## src/rtl/alu_serial_ctrl_pkg.sv

```systemverilog
// Shared types for the bit-serial ALU sequencer: FSM state encoding, opcode
// names and the bit-counter width helper.
package alu_serial_ctrl_pkg;

  typedef enum logic [1:0] {
    ST_IDLE = 2'd0,
    ST_RUN  = 2'd1,
    ST_DONE = 2'd2
  } state_e;

  // The sequencer never decodes these; they are shared with the slice and its users.
  typedef enum logic [1:0] {
    OP_00 = 2'b00,
    OP_01 = 2'b01,
    OP_10 = 2'b10,
    OP_11 = 2'b11
  } op_e;

  localparam int unsigned WIDTH_DEF = 8;
  localparam int unsigned WIDTH_MIN = 2;
  localparam int unsigned WIDTH_MAX = 32;

  function automatic int unsigned cnt_width(input int unsigned w);
    return (w <= 2) ? 1 : $clog2(w);
  endfunction

endpackage

```

## src/rtl/alu_serial_ctrl_if.sv

```systemverilog
// Request/response bundle between a user and the bit-serial ALU sequencer.
interface alu_serial_ctrl_if #(
  parameter int unsigned WIDTH = 8
);
  logic             start;
  logic [1:0]       op;
  logic [WIDTH-1:0] a;
  logic [WIDTH-1:0] b;
  logic             cin0;
  logic             busy;
  logic             done;
  logic [WIDTH-1:0] result;
  logic             cout;

  modport master (
    output start, op, a, b, cin0,
    input  busy, done, result, cout
  );

  modport slave (
    input  start, op, a, b, cin0,
    output busy, done, result, cout
  );
endinterface

```

## src/rtl/alu_serial_ctrl_dp.sv

```systemverilog
// Datapath of the serial sequencer: operand shift registers, carry and opcode
// registers, bit counter and the result shift register.
module alu_serial_ctrl_dp
  import alu_serial_ctrl_pkg::*;
#(
  parameter int unsigned WIDTH = 8
) (
  input  logic             clk,
  input  logic             reset,
  input  logic             i_load,
  input  logic             i_step,
  input  logic [WIDTH-1:0] i_a,
  input  logic [WIDTH-1:0] i_b,
  input  logic [1:0]       i_op,
  input  logic             i_cin0,
  input  logic             i_slice_out,
  input  logic             i_slice_carry,
  output logic             o_sa0,
  output logic             o_sb0,
  output logic             o_cr,
  output logic [1:0]       o_opr,
  output logic             o_last,
  output logic [WIDTH-1:0] o_result,
  output logic             o_cout
);

  localparam int unsigned CNT_W = cnt_width(WIDTH);

  logic [WIDTH-1:0] r_sa;
  logic [WIDTH-1:0] r_sb;
  op_e              r_opr;
  logic             r_cr;
  logic [CNT_W-1:0] r_cnt;
  logic [WIDTH-1:0] r_result;
  logic             r_cout;
  logic             w_last;

  assign w_last = (r_cnt == CNT_W'(WIDTH - 1));

  always_ff @(posedge clk or posedge reset) begin
    if (reset) begin
      r_sa     <= '0;
      r_sb     <= '0;
      r_opr    <= OP_00;
      r_cr     <= 1'b0;
      r_cnt    <= '0;
      r_result <= '0;
      r_cout   <= 1'b0;
    end else if (i_load) begin
      r_sa     <= i_a;
      r_sb     <= i_b;
      r_opr    <= op_e'(i_op);
      r_cr     <= i_cin0;
      r_cnt    <= '0;
      r_result <= '0;
    end else if (i_step) begin
      r_sa     <= r_sa >> 1;
      r_sb     <= r_sb >> 1;
      r_result <= {i_slice_out, r_result[WIDTH-1:1]};
      r_cr     <= i_slice_carry;
      // Counter parks on WIDTH-1 for the last bit so it never wraps mid-operation.
      if (w_last) begin
        r_cout <= i_slice_carry;
      end else begin
        r_cnt <= r_cnt + CNT_W'(1);
      end
    end
  end

  assign o_sa0    = r_sa[0];
  assign o_sb0    = r_sb[0];
  assign o_cr     = r_cr;
  assign o_opr    = r_opr;
  assign o_last   = w_last;
  assign o_result = r_result;
  assign o_cout   = r_cout;

endmodule

```

## src/rtl/alu_serial_ctrl.sv

```systemverilog
// Bit-serial sequencer that drives a 1-bit ALU slice LSB first to build a
// WIDTH-bit operation, with a one-cycle done pulse on completion.
module alu_serial_ctrl
  import alu_serial_ctrl_pkg::*;
#(
  parameter int unsigned WIDTH = WIDTH_DEF
) (
  input  logic               clk,
  input  logic               reset,
  alu_serial_ctrl_if.slave   bus,
  output logic               slice_a,
  output logic               slice_b,
  output logic               slice_c,
  output logic               slice_s0,
  output logic               slice_s1,
  input  logic               slice_out,
  input  logic               slice_carry
);

  state_e           r_state;
  state_e           w_next;
  logic             r_busy;
  logic             r_done;
  logic             w_run;
  logic             w_load;
  logic             w_sa0;
  logic             w_sb0;
  logic             w_cr;
  logic [1:0]       w_opr;
  logic             w_last;
  logic [WIDTH-1:0] w_result;
  logic             w_cout;

  // busy/done are registered from the next state so they line up with it.
  always_ff @(posedge clk or posedge reset) begin
    if (reset) begin
      r_state <= ST_IDLE;
      r_busy  <= 1'b0;
      r_done  <= 1'b0;
    end else begin
      r_state <= w_next;
      r_busy  <= (w_next == ST_RUN);
      r_done  <= (w_next == ST_DONE);
    end
  end

  always_comb begin
    w_next = r_state;
    case (r_state)
      ST_IDLE: if (bus.start) w_next = ST_RUN;
      ST_RUN:  if (w_last) w_next = ST_DONE;
      ST_DONE: w_next = bus.start ? ST_RUN : ST_IDLE;
      default: w_next = ST_IDLE;
    endcase
  end

  always_comb begin
    w_run    = (r_state == ST_RUN);
    w_load   = bus.start && ((r_state == ST_IDLE) || (r_state == ST_DONE));
    slice_a  = 1'b0;
    slice_b  = 1'b0;
    slice_c  = 1'b0;
    slice_s0 = 1'b0;
    slice_s1 = 1'b0;
    if (w_run) begin
      slice_a  = w_sa0;
      slice_b  = w_sb0;
      slice_c  = w_cr;
      slice_s0 = w_opr[0];
      slice_s1 = w_opr[1];
    end
  end

  alu_serial_ctrl_dp #(
    .WIDTH(WIDTH)
  ) u_dp (
    .clk          (clk),
    .reset        (reset),
    .i_load       (w_load),
    .i_step       (w_run),
    .i_a          (bus.a),
    .i_b          (bus.b),
    .i_op         (bus.op),
    .i_cin0       (bus.cin0),
    .i_slice_out  (slice_out),
    .i_slice_carry(slice_carry),
    .o_sa0        (w_sa0),
    .o_sb0        (w_sb0),
    .o_cr         (w_cr),
    .o_opr        (w_opr),
    .o_last       (w_last),
    .o_result     (w_result),
    .o_cout       (w_cout)
  );

  assign bus.busy   = r_busy;
  assign bus.done   = r_done;
  assign bus.result = w_result;
  assign bus.cout   = w_cout;

  a_busy_done_excl: assert property (@(posedge clk) disable iff (reset)
    !(r_busy && r_done));
  a_done_single: assert property (@(posedge clk) disable iff (reset)
    r_done |=> !r_done);

endmodule

```

## src/flat_wrapper.sv

```systemverilog
// flat-port wrapper written by rule: the top's interface ports become plain ports
module alu_serial_ctrl_flat import alu_serial_ctrl_pkg::*;
#(
  parameter int unsigned WIDTH = WIDTH_DEF
)
  (clk, reset, slice_a, slice_b, slice_c, slice_s0, slice_s1, slice_out, slice_carry, bus_start, bus_op, bus_a, bus_b, bus_cin0, bus_busy, bus_done, bus_result, bus_cout);
  alu_serial_ctrl_if #(.WIDTH(WIDTH)) bus_i ();
  input  logic clk;
  input  logic reset;
  output logic slice_a;
  output logic slice_b;
  output logic slice_c;
  output logic slice_s0;
  output logic slice_s1;
  input  logic slice_out;
  input  logic slice_carry;
  input wire logic [$bits(bus_i.start)-1:0] bus_start;
  input wire logic [$bits(bus_i.op)-1:0] bus_op;
  input wire logic [$bits(bus_i.a)-1:0] bus_a;
  input wire logic [$bits(bus_i.b)-1:0] bus_b;
  input wire logic [$bits(bus_i.cin0)-1:0] bus_cin0;
  output wire logic [$bits(bus_i.busy)-1:0] bus_busy;
  output wire logic [$bits(bus_i.done)-1:0] bus_done;
  output wire logic [$bits(bus_i.result)-1:0] bus_result;
  output wire logic [$bits(bus_i.cout)-1:0] bus_cout;
  assign bus_i.start = bus_start;
  assign bus_i.op = bus_op;
  assign bus_i.a = bus_a;
  assign bus_i.b = bus_b;
  assign bus_i.cin0 = bus_cin0;
  assign bus_busy = bus_i.busy;
  assign bus_done = bus_i.done;
  assign bus_result = bus_i.result;
  assign bus_cout = bus_i.cout;
  alu_serial_ctrl #(.WIDTH(WIDTH)) u_core (.clk(clk), .reset(reset), .bus(bus_i), .slice_a(slice_a), .slice_b(slice_b), .slice_c(slice_c), .slice_s0(slice_s0), .slice_s1(slice_s1), .slice_out(slice_out), .slice_carry(slice_carry));
endmodule
```

## config.mk

```make
export PLATFORM = sky130hd
export DESIGN_NAME = alu_serial_ctrl_flat
export DESIGN_NICKNAME = d
export VERILOG_FILES = /design/src/rtl/alu_serial_ctrl_pkg.sv /design/src/rtl/alu_serial_ctrl_if.sv /design/src/rtl/alu_serial_ctrl_dp.sv /design/src/rtl/alu_serial_ctrl.sv /design/src/flat_wrapper.sv
export SDC_FILE = /design/constraint.sdc
export NUM_CORES = 1
export LEC_CHECK = 0
export CAP_MARGIN = 20
export CORE_MARGIN = 2
export CORE_UTILIZATION = 25
export DETAILED_ROUTE_END_ITERATION = 16
export GPL_TIMING_DRIVEN = 0
export MAX_ROUTING_LAYER = met4
export PLACE_DENSITY = 0.56
export SLEW_MARGIN = 10
export SYNTH_ARGS = -nofsm -noshare
export SYNTH_HDL_FRONTEND = slang
export SYNTH_SLANG_ARGS = --single-unit
```

## constraint.sdc

```tcl
create_clock -name clk -period 1.95 [get_ports clk]
set_input_delay 0.39 -clock clk [delete_from_list [all_inputs] [get_ports clk]]
set_output_delay 0.39 -clock clk [all_outputs]
set_load 0.01 [all_outputs]
```

Yosys cells after proc, flatten, opt, wreduce, memory -nomap -nowiden:

Index checks and enable logic that the tools add are counted.

* input bits: 24
* bits in registers: 35
* output and inout port bits: 16
* logic and storage cells: 44

* reduce and logical (&&, ||, !) cells: 6
* mux-type cells: 20
* add/subtract/negate cells: 1
* equal/unequal tests: 6
* bitwise gates (word level): 1

Operators by type and width (number)
* 8-bit two-way mux: 6
* 3-bit two-way mux: 3
* 1-bit two-way mux: 8
* 2-bit case mux with 3 select lines: 1
* 2-bit by 1-bit equality test with 1-bit output, second input constant: 2
* 2-bit equality test, second input constant: 2
* 2-bit two-way mux: 2
* 3-bit by 1-bit adder with 3-bit output, second input constant: 1
* 3-bit equality test, second input constant: 1
* 3-bit AND reduction: 1
* 2-bit zero test: 1
* 2-bit inequality test, second input constant: 1
* 2-bit AND reduction: 1
* 2-bit nonzero test: 1
* 1-bit logical AND: 1
* 1-bit logical OR: 1
* 1-bit inverter: 1

Logic depth before layout (Yosys ltp):

Gate-level depths: netlist (run 1).

* word-level depth: 5
* gate-level depth with buffers: 5
* depth with buffers taken out: 5

Cells and area by module:

A second synthesis (run 1) with hierarchy kept.

* cells, all modules: 139
* area, all modules: 1582.8 um^2

Modules (own cells, without submodules)
* alu_serial_ctrl_dp: cells an instance 121, area an instance 1383.8 um^2, instances 1, seq. area each 775.7 um^2
* alu_serial_ctrl: cells an instance 18, area an instance 198.9 um^2, instances 1, seq. area each 100.1 um^2

Worst setup path after synthesis (run 1):

Ideal clock, no wire load.

* path kind: register -> register
* start: reg u_core.u_dp.r_cnt[0]
* end: reg u_core.u_dp.r_cnt[0]
* data required time: 1828 ps
* setup slack: 534 ps
* period minus slack after synthesis: 1416 ps
* setup time: 122 ps
* buffers on the path: 0
* arrival: 1294 ps
* stages on the path, launching flop included: 6
* cells stage by stage: dfrtp_1 -> ha_1 -> ha_1 -> or3b_4 -> nand3_1 -> o21ai_1

* longest elaborated chain between the ends: 4
* elaborated cells on any way between the ends: 7
* classes of those cells: add/sub (1); eq/ne (2); mux (3); reduce/logical (1)

Ends and longest elaborated chain
* start: declaration: RTL line alu_serial_ctrl_dp.sv:33 `logic [CNT_W-1:0] r_cnt;`
* start signal: assignment: RTL line alu_serial_ctrl_dp.sv:65 `r_cnt <= r_cnt + CNT_W'(1);`
* 3-bit by 1-bit adder with 3-bit output: RTL line alu_serial_ctrl_dp.sv:65
* 3-bit two-way mux: RTL line alu_serial_ctrl_dp.sv:62 `if (w_last) begin`
* 3-bit two-way mux: RTL line alu_serial_ctrl_dp.sv:56 `end else if (i_step) begin`
* 3-bit two-way mux: RTL line alu_serial_ctrl_dp.sv:49 `end else if (i_load) begin`

Several ways; a longest one is shown, not always the timed one. The select of a mux whose other input is x is not followed.
A chain may end at the register's enable or synchronous reset.

Worst setup path after layout (run 1):

* start: reg u_core.r_state[1]
* end: out slice_a

* longest elaborated chain between the ends: 2

Ends and longest elaborated chain
* start: declaration: RTL line alu_serial_ctrl.sv:20 `state_e r_state;`
* start signal: assignment: RTL line alu_serial_ctrl.sv:41 `r_state <= w_next;`
* 2-bit by 1-bit equality test with 1-bit output: RTL line alu_serial_ctrl.sv:58 `w_run = (r_state == ST_RUN);`
* 1-bit two-way mux: RTL line alu_serial_ctrl.sv:65 `if (w_run) begin`
* end: declaration: RTL line flat_wrapper.sv:10 `output logic slice_a;`

Every way passes these cells.

==> results.toml, run 1 <==
[power]
p_per_area_nw_per_um2 = 1481
power.switching_uw = 1140
p_total_uw = 3360
p_comb_share_pct = 41.6
seq_power_share_pct = 37.9
swShare_pct = 33.93
clkPwrFrac_pct = 20.5
vdd_drop_max_mv = 0.6010
cell_internal_pwr_uw = 2220
leakage_uw = 0.0009971

[detailed_routing]
via_per_inst = 4.611
drtAntennaViolNets = 0
drtPass1Iterations = 4
wl_per_cell_um = 14.42
num_vias = 1268
routed_wirelength_um = 3965
drc_errors = 0
drt-initial-drc-count = 52

[flow_run]
maxCapViolCount = 0

[cells_and_area]
mostFrequentLayoutCells = "34 x clkdlybuf4s50_1, 34 x dfrtp_1, 13 x a21oi_1, 11 x nand2_1, 11 x mux2i_1"
fin_area_um2 = 2270
layout-drive-gt1-share_pct = 13.13
syn_to_final_growth_pct = 37.63
nets = 223
n_antenna_cell = 0
fill_cells = 636

[min_path]
hold_class = "reg -> reg"

[worst_setup_path]
cp_data_required_time_ps = 1560
critPathKind = "reg -> out"
endpoint_kind = "primary output"
cp.arrival_ps = 1460
worst-path-max-fanout = 10
start_kind = "flop"

[yosys]
syn_avg_cell_area_um2 = 10.99
synth_area_um2 = 1649
ys_warn_count = 0
yosysUniqueCellTypes = 24
synth_top_area_share_pct = 53.11
synth_cells = 150
synth_top_cell_by_area = "dfrtp_1"
ys_seq_elements = 35
ys_top_cells_by_area = "dfrtp_1 53%, mux2i_1 6.7%, a22o_1 5.3%, a211oi_1 4.1%, a21oi_1 3.9%"
seq_area_frac_synth_pct = 53.11
synth_fp_nets = 176

[clock_network]
cts_tree = "built"
cts_buffers = 5
clock_tree.buffer_depth = 2
path_clk_slew_ps = 80
numClockSinks = 35
clock_latency_ps = 290
root_buffer = "clkbuf_8"
cts_htree_levels = 2

[timing]
setup_slack_ps = 102.3
maxSlewViolCount = 0
rsz0062_at_grt = "no"
layout_worst_path_cycle_share_pct = 94.75
fmax_ghz = 0.5412
worst_slew_margin_rel_pct = 49.44
fin_worst_skew_ps = 8.165
hold_viol = 0
finalWorstPathRequiredPeriod_ps = 1848
worst_hold_slack_ps = 475.8
worst_pin_slew_ps = 757.3
setup_viol_count_final = 0

[place]
dp_slack_ps = -62.75
dp_hpwl_um = 2669
port_buffers = 39
placed_cell_area_um2 = 2136
gp_congestion = 0.7423

[floorplan]
pin_count = 40
die_w_um = 85.22
rows = 29
fp.coreArea_um2 = 6350
die-area_um2 = 7262
die_h_um = 85.22
start_util_pct = 25.97

[grt]
grt_max_degree = 36
grt_pass1_vias = 1292
grt_antenna_before_repair = 0
grt_usage_pct = 12.10
overflow = 0
grt_pass1_wl_um = 6575

[run_status]
status = "completed"
[cells in the mapped netlist, drive strengths merged]
cell and n:
a22o 10, nor2b 11, a211oi 9, or3b 1, o21ai 3, mux2 4
mux2i 11, o211ai 1, and2 6, a21o 3, nand2 11, buf 10
nand3 6, dfrtp 35, inv 5, nor2 3, a21oi 13, ha 2
nand2b 2, o22ai 4
[routing by layer]
layer,track usage (%),vias up,wire length [µm]
met5,-,-,0
met4,4.329,0,48
met3,2.821,5,204
met2,16.12,33,1580
met1,17.76,598,2131
li1,-,632,-
[what timing repair did]
| item | CTS | global route |
|---|---|---|
| resized for setup | 10 | 5 |
| hold endpoints to repair | 0 | 0 |
| setup buffers | 1 | 0 |
| endpoints found under the setup margin | 5 | 4 |
| hold buffers | 0 | 0 |
[through the flow]
stage                     cells  utilization, %  TNS, ps
after CTS                   275           35.74        0
after detailed placement    266           33.64   -230.9
after floorplan             150               -        0
final                       275           35.74        0
after global placement      266           33.64    -3290
after global routing        275           35.74        0
[sequential cells by signal, indices dropped and copies added (netlist names)]
register / count
u_core.u_dp.r_sb: 8
u_core.bus.done: 1
u_core.u_dp.o_cout: 1
u_core.u_dp.r_cnt: 3
u_core.u_dp.o_cr: 1
u_core.u_dp.o_result: 8
u_core.u_dp.o_opr: 2
u_core.bus.busy: 1
u_core.r_state: 2
u_core.u_dp.r_sa: 8
[cell type report]
class / count / area (µm²) / share of cell area, %
clock buffers: 6 / 82.58 / 3.638
plain buffers: 10 / 72.57 / 3.197
well taps: 77 / 96.34 / 4.245
repair buffers: 40 / 391.6 / 17.25
inverters: 5 / 18.77 / 0.8269
clock inverters: 2 / 35.03 / 1.544
multi-input cells: 100 / 695.7 / 30.65
flip-flops and latches: 35 / 877.1 / 38.64
[power by group through the flow]
stage	clock, µW	sequential [µW]	combinational (µW)
2_1_floorplan	0	1260	852
3_5_place_dp	0	1280	1410
4_1_cts	708	1270	1410
6_report	689	1270	1400
3_3_place_gp	0	1270	1380
5_1_grt	738	1320	1560
[worst max-delay path, stage by stage (launching register included)]
cell and delay, ps:
dfrtp_1 360, buf_4 180, nor2b_4 130, buf_6 130
and2_1 130, clkdlybuf4s15_1 230
[cells by family after synthesis]
family	share of synthesized area (%)
flip-flops	53.11
AND/OR/NAND/NOR	13.20
adder cells (fa/ha/maj)	1.517
multiplexers	9.408
AO/OA/AOI/OAI	17.60
buffers and inverters	5.159
[worst paths after layout]
check / start / endpoint / slack, ps / cells past startpoint
min in group asynchronous: reset / u_core.u_dp.o_opr[0]$_DFFE_PP0P_ / 550 / 2
max: u_core.r_state[1]$_DFF_PP0_ / slice_a / 100 / 5
min: u_core.u_dp.o_opr[0]$_DFFE_PP0P_ / u_core.u_dp.o_opr[0]$_DFFE_PP0P_ / 480 / 2
max in group asynchronous: reset / u_core.r_state[0]$_DFF_PP0_ / 870 / 2
min reg2reg: u_core.u_dp.o_opr[0]$_DFFE_PP0P_ / u_core.u_dp.o_opr[0]$_DFFE_PP0P_ / 480 / 2
max reg2reg: u_core.u_dp.r_cnt[0]$_DFFE_PP0P_ / u_core.u_dp.r_cnt[0]$_DFFE_PP0P_ / 440 / 5
Power figures use the tool's default switching activity.
==> run 2: changes to the inputs <==
- CAP_MARGIN: 20 -> default
==> results of run 2 <==
The final DEF is identical to that of run 1; final timing and power are the same.
